==> src/rtl/adder_input_conditioner.sv <==
// adder_input_conditioner
// Synchronizes the raw slider switches and synchronizes plus debounces the
// two active-low push-buttons that feed the lab 4 adder. Each button has its
// own independent channel. The channel gives a clean active-high level and a
// single-cycle strobe when a press is accepted, so that one physical press
// produces exactly one load or one add.

module adder_input_conditioner #(
  parameter int DEBOUNCE_CYCLES = 16,
  parameter int CNT_WIDTH       = $clog2(DEBOUNCE_CYCLES)
) (
  input  logic        Clk,
  input  logic        Reset,
  input  logic        LoadB_n,
  input  logic        Run_n,
  input  logic [15:0] SW,
  output logic [15:0] SW_sync,
  output logic        LoadB_held,
  output logic        Run_held,
  output logic        LoadB_pulse,
  output logic        Run_pulse
);

  // Channel 0 is LoadB and channel 1 is Run. Both use identical logic.
  localparam int                   NUM_BTN  = 2;
  localparam logic [CNT_WIDTH-1:0] CNT_ZERO = {CNT_WIDTH{1'b0}};
  localparam logic [CNT_WIDTH-1:0] CNT_ONE  = CNT_WIDTH'(1);
  localparam logic [CNT_WIDTH-1:0] CNT_MAX  = CNT_WIDTH'(DEBOUNCE_CYCLES - 1);

  logic [NUM_BTN-1:0]   btn_raw_s;
  logic [NUM_BTN-1:0]   btn_s1_r;
  logic [NUM_BTN-1:0]   btn_s2_r;
  logic [NUM_BTN-1:0]   stable_r;
  logic [NUM_BTN-1:0]   stable_nxt_s;
  logic [NUM_BTN-1:0]   pulse_r;
  logic [NUM_BTN-1:0]   pulse_nxt_s;
  logic [CNT_WIDTH-1:0] cnt_r     [NUM_BTN];
  logic [CNT_WIDTH-1:0] cnt_nxt_s [NUM_BTN];

  logic [15:0]          sw_s1_r;
  logic [15:0]          sw_s2_r;

  assign btn_raw_s = {Run_n, LoadB_n};

  // Debounce decision per button. Any sample that agrees with the accepted
  // state restarts the count. Only an unbroken run of DEBOUNCE_CYCLES
  // disagreeing samples moves the accepted state. The count stops at
  // CNT_MAX and is never allowed to wrap.
  always_comb begin
    for (int i = 0; i < NUM_BTN; i++) begin
      stable_nxt_s[i] = stable_r[i];
      cnt_nxt_s[i]    = CNT_ZERO;
      if (btn_s2_r[i] == stable_r[i]) begin
        cnt_nxt_s[i] = CNT_ZERO;
      end else if (cnt_r[i] == CNT_MAX) begin
        stable_nxt_s[i] = btn_s2_r[i];
        cnt_nxt_s[i]    = CNT_ZERO;
      end else begin
        cnt_nxt_s[i] = cnt_r[i] + CNT_ONE;
      end
      // Only an accepted press (released to pressed) strobes. A release
      // never does.
      pulse_nxt_s[i] = stable_r[i] & ~stable_nxt_s[i];
    end
  end

  // Button synchronizers, debounce state and press strobes. Reset returns
  // every channel to the released state.
  always_ff @(posedge Clk) begin
    if (Reset) begin
      btn_s1_r <= {NUM_BTN{1'b1}};
      btn_s2_r <= {NUM_BTN{1'b1}};
      stable_r <= {NUM_BTN{1'b1}};
      pulse_r  <= {NUM_BTN{1'b0}};
      for (int i = 0; i < NUM_BTN; i++) begin
        cnt_r[i] <= CNT_ZERO;
      end
    end else begin
      btn_s1_r <= btn_raw_s;
      btn_s2_r <= btn_s1_r;
      stable_r <= stable_nxt_s;
      pulse_r  <= pulse_nxt_s;
      for (int i = 0; i < NUM_BTN; i++) begin
        cnt_r[i] <= cnt_nxt_s[i];
      end
    end
  end

  // Two-flop synchronizer for the slider switches. The switches are only
  // synchronized, not debounced.
  always_ff @(posedge Clk) begin
    if (Reset) begin
      sw_s1_r <= 16'h0000;
      sw_s2_r <= 16'h0000;
    end else begin
      sw_s1_r <= SW;
      sw_s2_r <= sw_s1_r;
    end
  end

  assign SW_sync     = sw_s2_r;
  assign LoadB_held  = ~stable_r[0];
  assign Run_held    = ~stable_r[1];
  assign LoadB_pulse = pulse_r[0];
  assign Run_pulse   = pulse_r[1];

endmodule

==> config.mk <==
export PLATFORM = sky130hd
export DESIGN_NAME = adder_input_conditioner
export DESIGN_NICKNAME = d
export VERILOG_FILES = /design/src/rtl/adder_input_conditioner.sv
export SDC_FILE = /design/constraint.sdc
export NUM_CORES = 1
export LEC_CHECK = 0
export ABC_AREA = 1
export CAP_MARGIN = 25
export CORE_MARGIN = 5
export CORE_UTILIZATION = 40
export DETAILED_ROUTE_END_ITERATION = 16
export PLACE_DENSITY = 0.73
export SYNTH_ARGS = -nofsm -noshare
export SYNTH_HDL_FRONTEND = slang
export SYNTH_SLANG_ARGS = --single-unit
==> constraint.sdc <==
create_clock -name Clk -period 1.7 [get_ports Clk]
set_input_delay 0.34 -clock Clk [delete_from_list [all_inputs] [get_ports Clk]]
set_output_delay 0.34 -clock Clk [all_outputs]
set_load 0.05 [all_outputs]
Word-level counts from Yosys, hierarchy flattened
Memories as Yosys holds them, arrays and structs flattened.
Cells that the tools add are included.
Widths: inputs -> output; s select.
{"block": "classes", "bitwise_logic": 8, "muxes": 13, "div_mod_pow": 0, "n_lt_le_gt_ge": 0, "reduce_logical": 0, "add_sub_neg": 2, "n_eq_ne": 4, "multipliers": 0, "shift": 0}
{"cell": "$mux 4", "count": 6}
{"cell": "$add 4x1->4 const B", "count": 2}
{"cell": "$eq 4x4->1 const B", "count": 2}
{"cell": "$mux 1", "count": 7}
{"cell": "$not 1->1", "count": 4}
{"cell": "$and 1x1->1", "count": 2}
{"cell": "$eq 1x1->1", "count": 2}
{"cell": "$or 1x1->1", "count": 2}
{"block": "word_totals", "latchBits": 0, "n_memories": 1, "out_inout_bits": 20, "regBits": 40, "rom_bits": 0, "wordCells": 34, "in_bits": 20, "ram_bits": 8}
{"memory": "cnt_r", "words": 2, "width": 4, "read_ports": 2, "rd_ports_with_merged_regs": 0, "wr": 2, "line": "37", "source": "logic [CNT_WIDTH-1:0] cnt_r [NUM_BTN];"}

Logic depth before layout (Yosys ltp)
Gate-level depths: netlist of run 1.
{"block": "logic_depth", "word_depth": 5, "depth_mapped": 5, "depth_no_buf": 5}

Worst setup path before layout of run 1
OpenSTA, ideal clock, no wires.
{"block": "synth_path", "path_type": "reg-to-output", "start": "register stable_r[0]", "end": "output port LoadB_held", "setup_slack_ns": 0.729, "n_path_buf": 0, "required_time_ns": 1.360, "arrival_time_ns": 0.631, "path_stages_with_launch": 2, "path_cell_list": "dfxtp_1 > inv_1"}
{"block": "synth_via", "elab_chain_len": 1}
{"item": "start: declaration", "line": "33", "source": "logic [NUM_BTN-1:0] stable_r;"}
{"item": "start signal: assignment", "line": "73", "source": "stable_r <= {NUM_BTN{1'b1}};"}
{"item": "start signal: assignment", "line": "81", "source": "stable_r <= stable_nxt_s;"}
{"item": "$not 1->1", "line": "102", "source": "assign LoadB_held = ~stable_r[0];"}
{"item": "end: declaration", "line": "18", "source": "output logic LoadB_held,"}
No other way between the ends.

Worst setup path after layout of run 1
{"block": "layout_path", "start": "register stable_r[1]", "end": "output port Run_held"}
{"block": "layout_via", "elab_chain_len": 1}
{"item": "$not 1->1", "line": "103", "source": "assign Run_held = ~stable_r[1];"}
{"item": "end: declaration", "line": "19", "source": "output logic Run_held,"}
No other way between the ends.

==> results of run 1 <==
## layer usage
metal | wire [um] | vias to the layer above | GRT usage [%] | share of wire (%)
met3 | 219 | 4 | 5.049 | 9.7
met4 | 48 | 0 | 5.010 | 2.1
li1 | - | 574 | - | -
met2 | 1054 | 32 | 15.20 | 47
met1 | 932 | 475 | 10.35 | 41
met5 | 0 | - | 0 | 0
## Yosys cell counts
cell	count	share of area, %
nor2_2	3	1.2
inv_1	39	9.7
buf_6	1	0.74
nand4_1	2	0.83
buf_4	1	0.50
dfxtp_1	48	63
nand3_2	2	1.3
or2_1	4	1.7
nand3b_1	2	0.99
xnor2_1	2	1.2
buf_2	2	0.66
nor2_1	45	11
nand3_1	6	2.0
ha_1	2	1.7
nand2_1	12	3.0
## power breakdown
| part | total [W] | internal (W) | leakage (nW) | switching (W) |
|---|---|---|---|---|
| Sequential | 0.00118 | 0.00116 | 0.395 | 0.0000116 |
| Combinational | 0.000177 | 0.0000788 | 0.515 | 0.0000982 |
| Clock | 0.000836 | 0.000481 | 0.0614 | 0.000355 |
## final cells by class
type | count | area [um2]
repair buffers | 40 | 360.3
clock inverters | 2 | 38.79
inverters | 39 | 146.4
clock buffers | 6 | 82.58
well taps | 48 | 60.06
multi-input cells | 80 | 377.9
fillers | 349 | 1634
flip-flops and latches | 48 | 960.9
## registers in the layout (all words and copies together) (netlist names)
register  count
SW_sync      16
sw_s1_r      16
cnt_r         8
btn_s1_r      2
btn_s2_r      2
pulse_r       2
stable_r      2
## final timing paths
kind | start | endpoint | cells past startpoint
worst max-delay path | stable_r[1]$_SDFF_PP1_ | Run_held | 2
worst min-delay path | sw_s1_r[13]$_SDFF_PP0_ | SW_sync[13]$_SDFF_PP0_ | 2
worst max register to register | cnt_r[0][4]$_SDFF_PP0_ | pulse_r[1]$_SDFF_PP0_ | 5
worst min register to register | sw_s1_r[13]$_SDFF_PP0_ | SW_sync[13]$_SDFF_PP0_ | 2
## metrics by stage
step | setup WS [ps] | area (um2) | power [W]
floorplan | 728.8 | 1514 | 0.001305
finish | 422.7 | 2027 | 0.002188
global route | 365.5 | 2027 | 0.002290
CTS | 407.8 | 2027 | 0.002214
global placement | 317.1 | 1906 | 0.001380
detailed placement | 273.7 | 1906 | 0.001383
## cells by family (layout without fill, tap and decap cells)
family	count (synthesis)	in the layout	share of synthesized area, %
adder cells (fa/ha/maj)	2	2	1.653
buffers and inverters	43	87	11.57
XOR/XNOR	2	2	1.157
AND/OR/NAND/NOR	76	76	22.15
flip-flops	48	48	63.47
## tightest hold or removal path: stages (launching register included)
cell     delay (ps)
dfxtp_1         300
inv_1            40
nor2_1           30
==> run summary, run 1 <==
max_cap viols: 0
width of the die: 71.52 um
Via Count: 1085
PwrDens: 1080 mW/mm2
Worst-path clk slew: 90 ps
Setup crit start kind: flip-flop
CP top delay family: flip-flops
Initial Util: 41.35%
hold slack final: 400.2 ps
commonest non-fill, non-tap cell in the layout: dfxtp_1
Hold/Removal Path Class: reg2reg
Req. time, crit path: 1360 ps
Cells after Synth: 171
core box area: 0.003661 mm2
initial antenna violation count: 0
CP Max Fanout: 5
gr usage total: 9.588%
Core Rows: 22
final hold vios: 0
DRT antenna net count: 0
First-pass DRT Iterations: 4
# diodes: 0
I/O Buffers: 39
root buf cell: clkbuf_8
WL final: 2255 um
Congestion Overflow GR: 0
Nets: 236
Die Ht: 71.52 um
crit path buf inv count: 2
Final HPWL DP: 1642 um
Ys Warns: 0
Cell Count Post-Placement: 255
Leak: 0.9708 nW
largest net degree at the start of global routing: 42
relative slew slack: 87.87%
Initial DRC Count: 54
status: finished, final reports clean
Slew Limit Fails: 0
Remaining DRCs: 0
Critical Path, Cell by Cell: inv_1, buf_4
mean post-synth cell area: 8.854 um2
max incr delay on CP: 390 ps
worst-margin pin slew: 181.8 ps
final setup fails: 0
Syn Nets: 193
Layout Skew: 3.837 ps
CTS Buffer Depth: 2
Yosys reg bits: 48
post-layout min period: 1277 ps
routed vias/inst: 4.125
final worst-path cycle share: 75.14%
post-cts resize count: 0
Max VDD drop: 0.0005943 V
GP Congestion: 0.7424
Final Util: 55.37%
share of cells above drive strength 1: 15.81%
Cell variety after synth: 15
IO Count: 40
Worst-Skew Late Latency: 290 ps
CP Class: reg2out
vias in the first global route: 912
CTS sink cnt: 48
setup slack, reg-to-reg: 670 ps
WP data arrival: 940 ps
unrepaired setup endpoints after global routing: false
first-pass GRT wire length: 3698 um
Seq/Total Area, Yosys: 63.47%
Max Clk Rate: 0.7829 GHz
Worst setup EP type: output port
commonest cells after routing, fill and taps aside: dfxtp_1, nor2_1, inv_1, buf_4, clkdlybuf4s50_1
total negative slack: 0 ps
postcts setup bufs: 0
post-synthesis cell area: 0.001514 mm2
synth-to-layout area growth: 33.88%
TritonCTS Buffers: 5
Clock H-tree levels: 2
post-route insts no fill: 263
cts hold-fix bufs: 0
CP max stage cell: dfxtp_1
CTS tree: built
drt wl/cell: 8.574 um
die outline area: 0.005115 mm2
Power figures use the tool's default switching activity.
==> inputs of run 2 (changes only) <==
Settings changed: PLACE_DENSITY 0.73 to 0.76.
Clock period 1.7 ns to 1.1 ns, I/O delays scaled along.
==> run 2 against run 1 <==
Against the previous run: critical path depth stayed put; combinational power is 90% higher; power is 48% higher; first-iteration DRC count is 19% higher; clock-buffer cell count stayed put; global-route usage is 1.7 points higher; clock skew is 5.0 ps higher; setup slack worse by 370 ps; critical path type unchanged; critical endpoint unchanged; largest cell class unchanged; largest power group unchanged.
==> run summary, run 2 (synthesis gave the netlist of run 1 again) <==
status: finished, final reports clean
crit path buf inv count: 2 (unchanged)
area of the multi-input gates: 380.4 um2 (+0.66%)
worst-margin pin slew: 172.7 ps (-9.040 ps)
hold slack final: 404.2 ps (+4.065 ps)
Max Clk Rate: 0.9569 GHz
root buf cell: clkbuf_8
IO Count: 40 (unchanged)
GP Congestion: 0.7106 (-4.3%)
clock network power share: 33.1% (-5.1 points)
CP Class: reg2out
Worst Reg2Reg Path Length in Cells: 5 (unchanged)
number of cells on the worst hold path: 2 (unchanged)
Psw: 0.0007483 W (+61%)
commonest cells after routing, fill and taps aside: nor2_1, dfxtp_1, inv_1, buf_12, clkdlybuf4s50_1
sw frac: 23.09% (+1.9 points)
Critical Path, Cell by Cell: inv_2, buf_12
Worst setup EP type: output port
synth-to-layout area growth: 51.41%
CTS tree: built
HP Start: sw_s1_r[15]$_SDFF_PP0_
share of power burned in registers: 56.6% (+2.9 points)
Worst-Skew Late Latency: 290 ps (about the same)
Setup crit start kind: flip-flop
final setup fails: 0 (unchanged)
Nets: 240 (+1.7%)
Clock H-tree levels: 2 (unchanged)
post-route insts no fill: 267 (+1.5%)
drt wl/cell: 9.581 um (+12%)
core box area: 0.003661 mm2 (unchanged)
Layout fillers: 319 (-8.6%)
Comb pwr share: 10.4% (+2.3 points)
Hold/Removal Path Class: reg2reg
TritonCTS Buffers: 5 (unchanged)
Die Ht: 71.52 um (unchanged)
First-pass DRT Iterations: 4 (unchanged)
Final HPWL DP: 1894 um (+15%)
reg2reg start: cnt_r[0][1]$_SDFF_PP0_
commonest non-fill, non-tap cell in the layout: nor2_1
Layout Skew: 8.861 ps (+5.023 ps)
I/O Buffers: 39 (unchanged)
Worst Hold Endpoint: SW_sync[15]$_SDFF_PP0_
WL final: 2558 um (+13%)
CP Max Fanout: 2 (-3)
Max VDD drop: 0.0007681 V (+29%)
PwrDens: 1414 mW/mm2 (+31%)
total negative slack: 0 ps (unchanged)
post-layout min period: 1045 ps
WP data arrival: 830 ps (-110 ps)
gr usage total: 11.33% (+1.7 points)
CP max stage cell: dfxtp_2
unrepaired setup endpoints after global routing: false
final worst-path cycle share: 95.01%
Slew Limit Fails: 0 (unchanged)
CTS sink cnt: 48 (unchanged)
DRT antenna net count: 0 (unchanged)
relative slew slack: 88.47% (+0.60 points)
CP Depth: 2 (unchanged)
Initial Util: 41.35% (unchanged)
Leak: 1.024 nW (+5.5%)
routed vias/inst: 3.955 (-4.1%)
Worst-path clk slew: 90 ps (about the same)
Congestion Overflow GR: 0 (unchanged)
share of cells above drive strength 1: 21.00% (+5.2 points)
vias in the first global route: 1019 (+12%)
width of the die: 71.52 um (unchanged)
cts hold-fix bufs: 0 (unchanged)
setup slack, reg-to-reg: 130 ps (-540 ps)
Core Rows: 22 (unchanged)
Int Power: 0.002493 W (+45%)
Req. time, crit path: 880 ps (-480 ps)
max incr delay on CP: 350 ps (-40 ps)
initial antenna violation count: 0 (unchanged)
CTS Buffer Depth: 2 (unchanged)
Remaining DRCs: 0 (unchanged)
Initial DRC Count: 64 (+19%)
max_cap viols: 0 (unchanged)
# diodes: 0 (unchanged)
first-pass GRT wire length: 4429 um (+20%)
die outline area: 0.005115 mm2 (unchanged)
CP top delay family: flip-flops
Cell Count Post-Placement: 257 (+0.78%)
reg-to-reg critical path endpoint: pulse_r[0]$_SDFF_PP0_
largest net degree at the start of global routing: 26 (-38%)
Via Count: 1056 (-2.7%)
FF+latch area: 967.2 um2 (+0.65%)
final hold vios: 0 (unchanged)
run 2: changes by cell type in the layout (fill, tap and decap cells not counted), sizes merged:
cell	previous run	this run
buf	21	25
clkinv	1	0
clkinvlp	0	2
bufinv	1	0
run 2: how the worst max path moves through the flow:
stage	startpoint	to	slack, ps
floorplan	cnt_r[0][0]$_SDFF_PP0_	pulse_r[0]$_SDFF_PP0_	180
global placement	Reset	pulse_r[1]$_SDFF_PP0_	-80
detailed placement	Reset	cnt_r[0][3]$_SDFF_PP0_	-110
CTS	SW_sync[5]$_SDFF_PP0_	SW_sync[5]	3
global route	stable_r[1]$_SDFF_PP1_	Run_held	10
finish	stable_r[1]$_SDFF_PP1_	Run_held	50
run 2: cell type report:
class	count	area share, %
inverter	39	6.386
sequential	48	42.19
timing repair buffer	44	27.95
multi-input combinational	80	16.59
tap	48	2.620
clock inverter	2	0.6550
clock buffer	6	3.603
run 2: repair_timing:
action	CTS	global route
gates cloned	0	0
gates resized for setup	2	6
setup buffers	2	0
endpoints found under the setup margin	2	7
run 2: power groups by stage:
stage / Combinational [W] / Clock [W] / Sequential, W
detailed placement: 0.000341 / 0 / 0.00187
CTS: 0.000341 / 0.00111 / 0.00183
global placement: 0.000335 / 0 / 0.00187
floorplan: 0.0000768 / 0 / 0.00194
global route: 0.000363 / 0.00119 / 0.00184
finish: 0.000336 / 0.00107 / 0.00183
run 2: stage by stage:
| step | cell area [um2] | setup slack [ps] | utilization (%) | power [W] |
|---|---|---|---|---|
| 5_1_grt | 2292 | 10.39 | 62.61 | 0.003398 |
| 3_5_place_dp | 2171 | -112.5 | 59.30 | 0.002215 |
| 6_report | 2292 | 54.93 | 62.61 | 0.003241 |
| 4_1_cts | 2286 | 3.484 | 62.44 | 0.003282 |
| 2_1_floorplan | 1514 | 184.3 | - | 0.002016 |
| 3_3_place_gp | 2171 | -82.99 | 59.30 | 0.002206 |
run 2: per-layer routing:
layer  part of all wire, %  up-vias  track usage [%]
li1                      -      582                -
met5                     0        -                0
met3                   7.7        2            4.909
met4                  0.78        0            5.010
met1                    41      441            12.13
met2                    50       31            19.29
run 2: worst min-delay path, delay by kind of cell (launching register included):
kind / cells / cell delay [ps]
buf+inv: 1 / 40
flops: 1 / 300
simple gates: 1 / 30
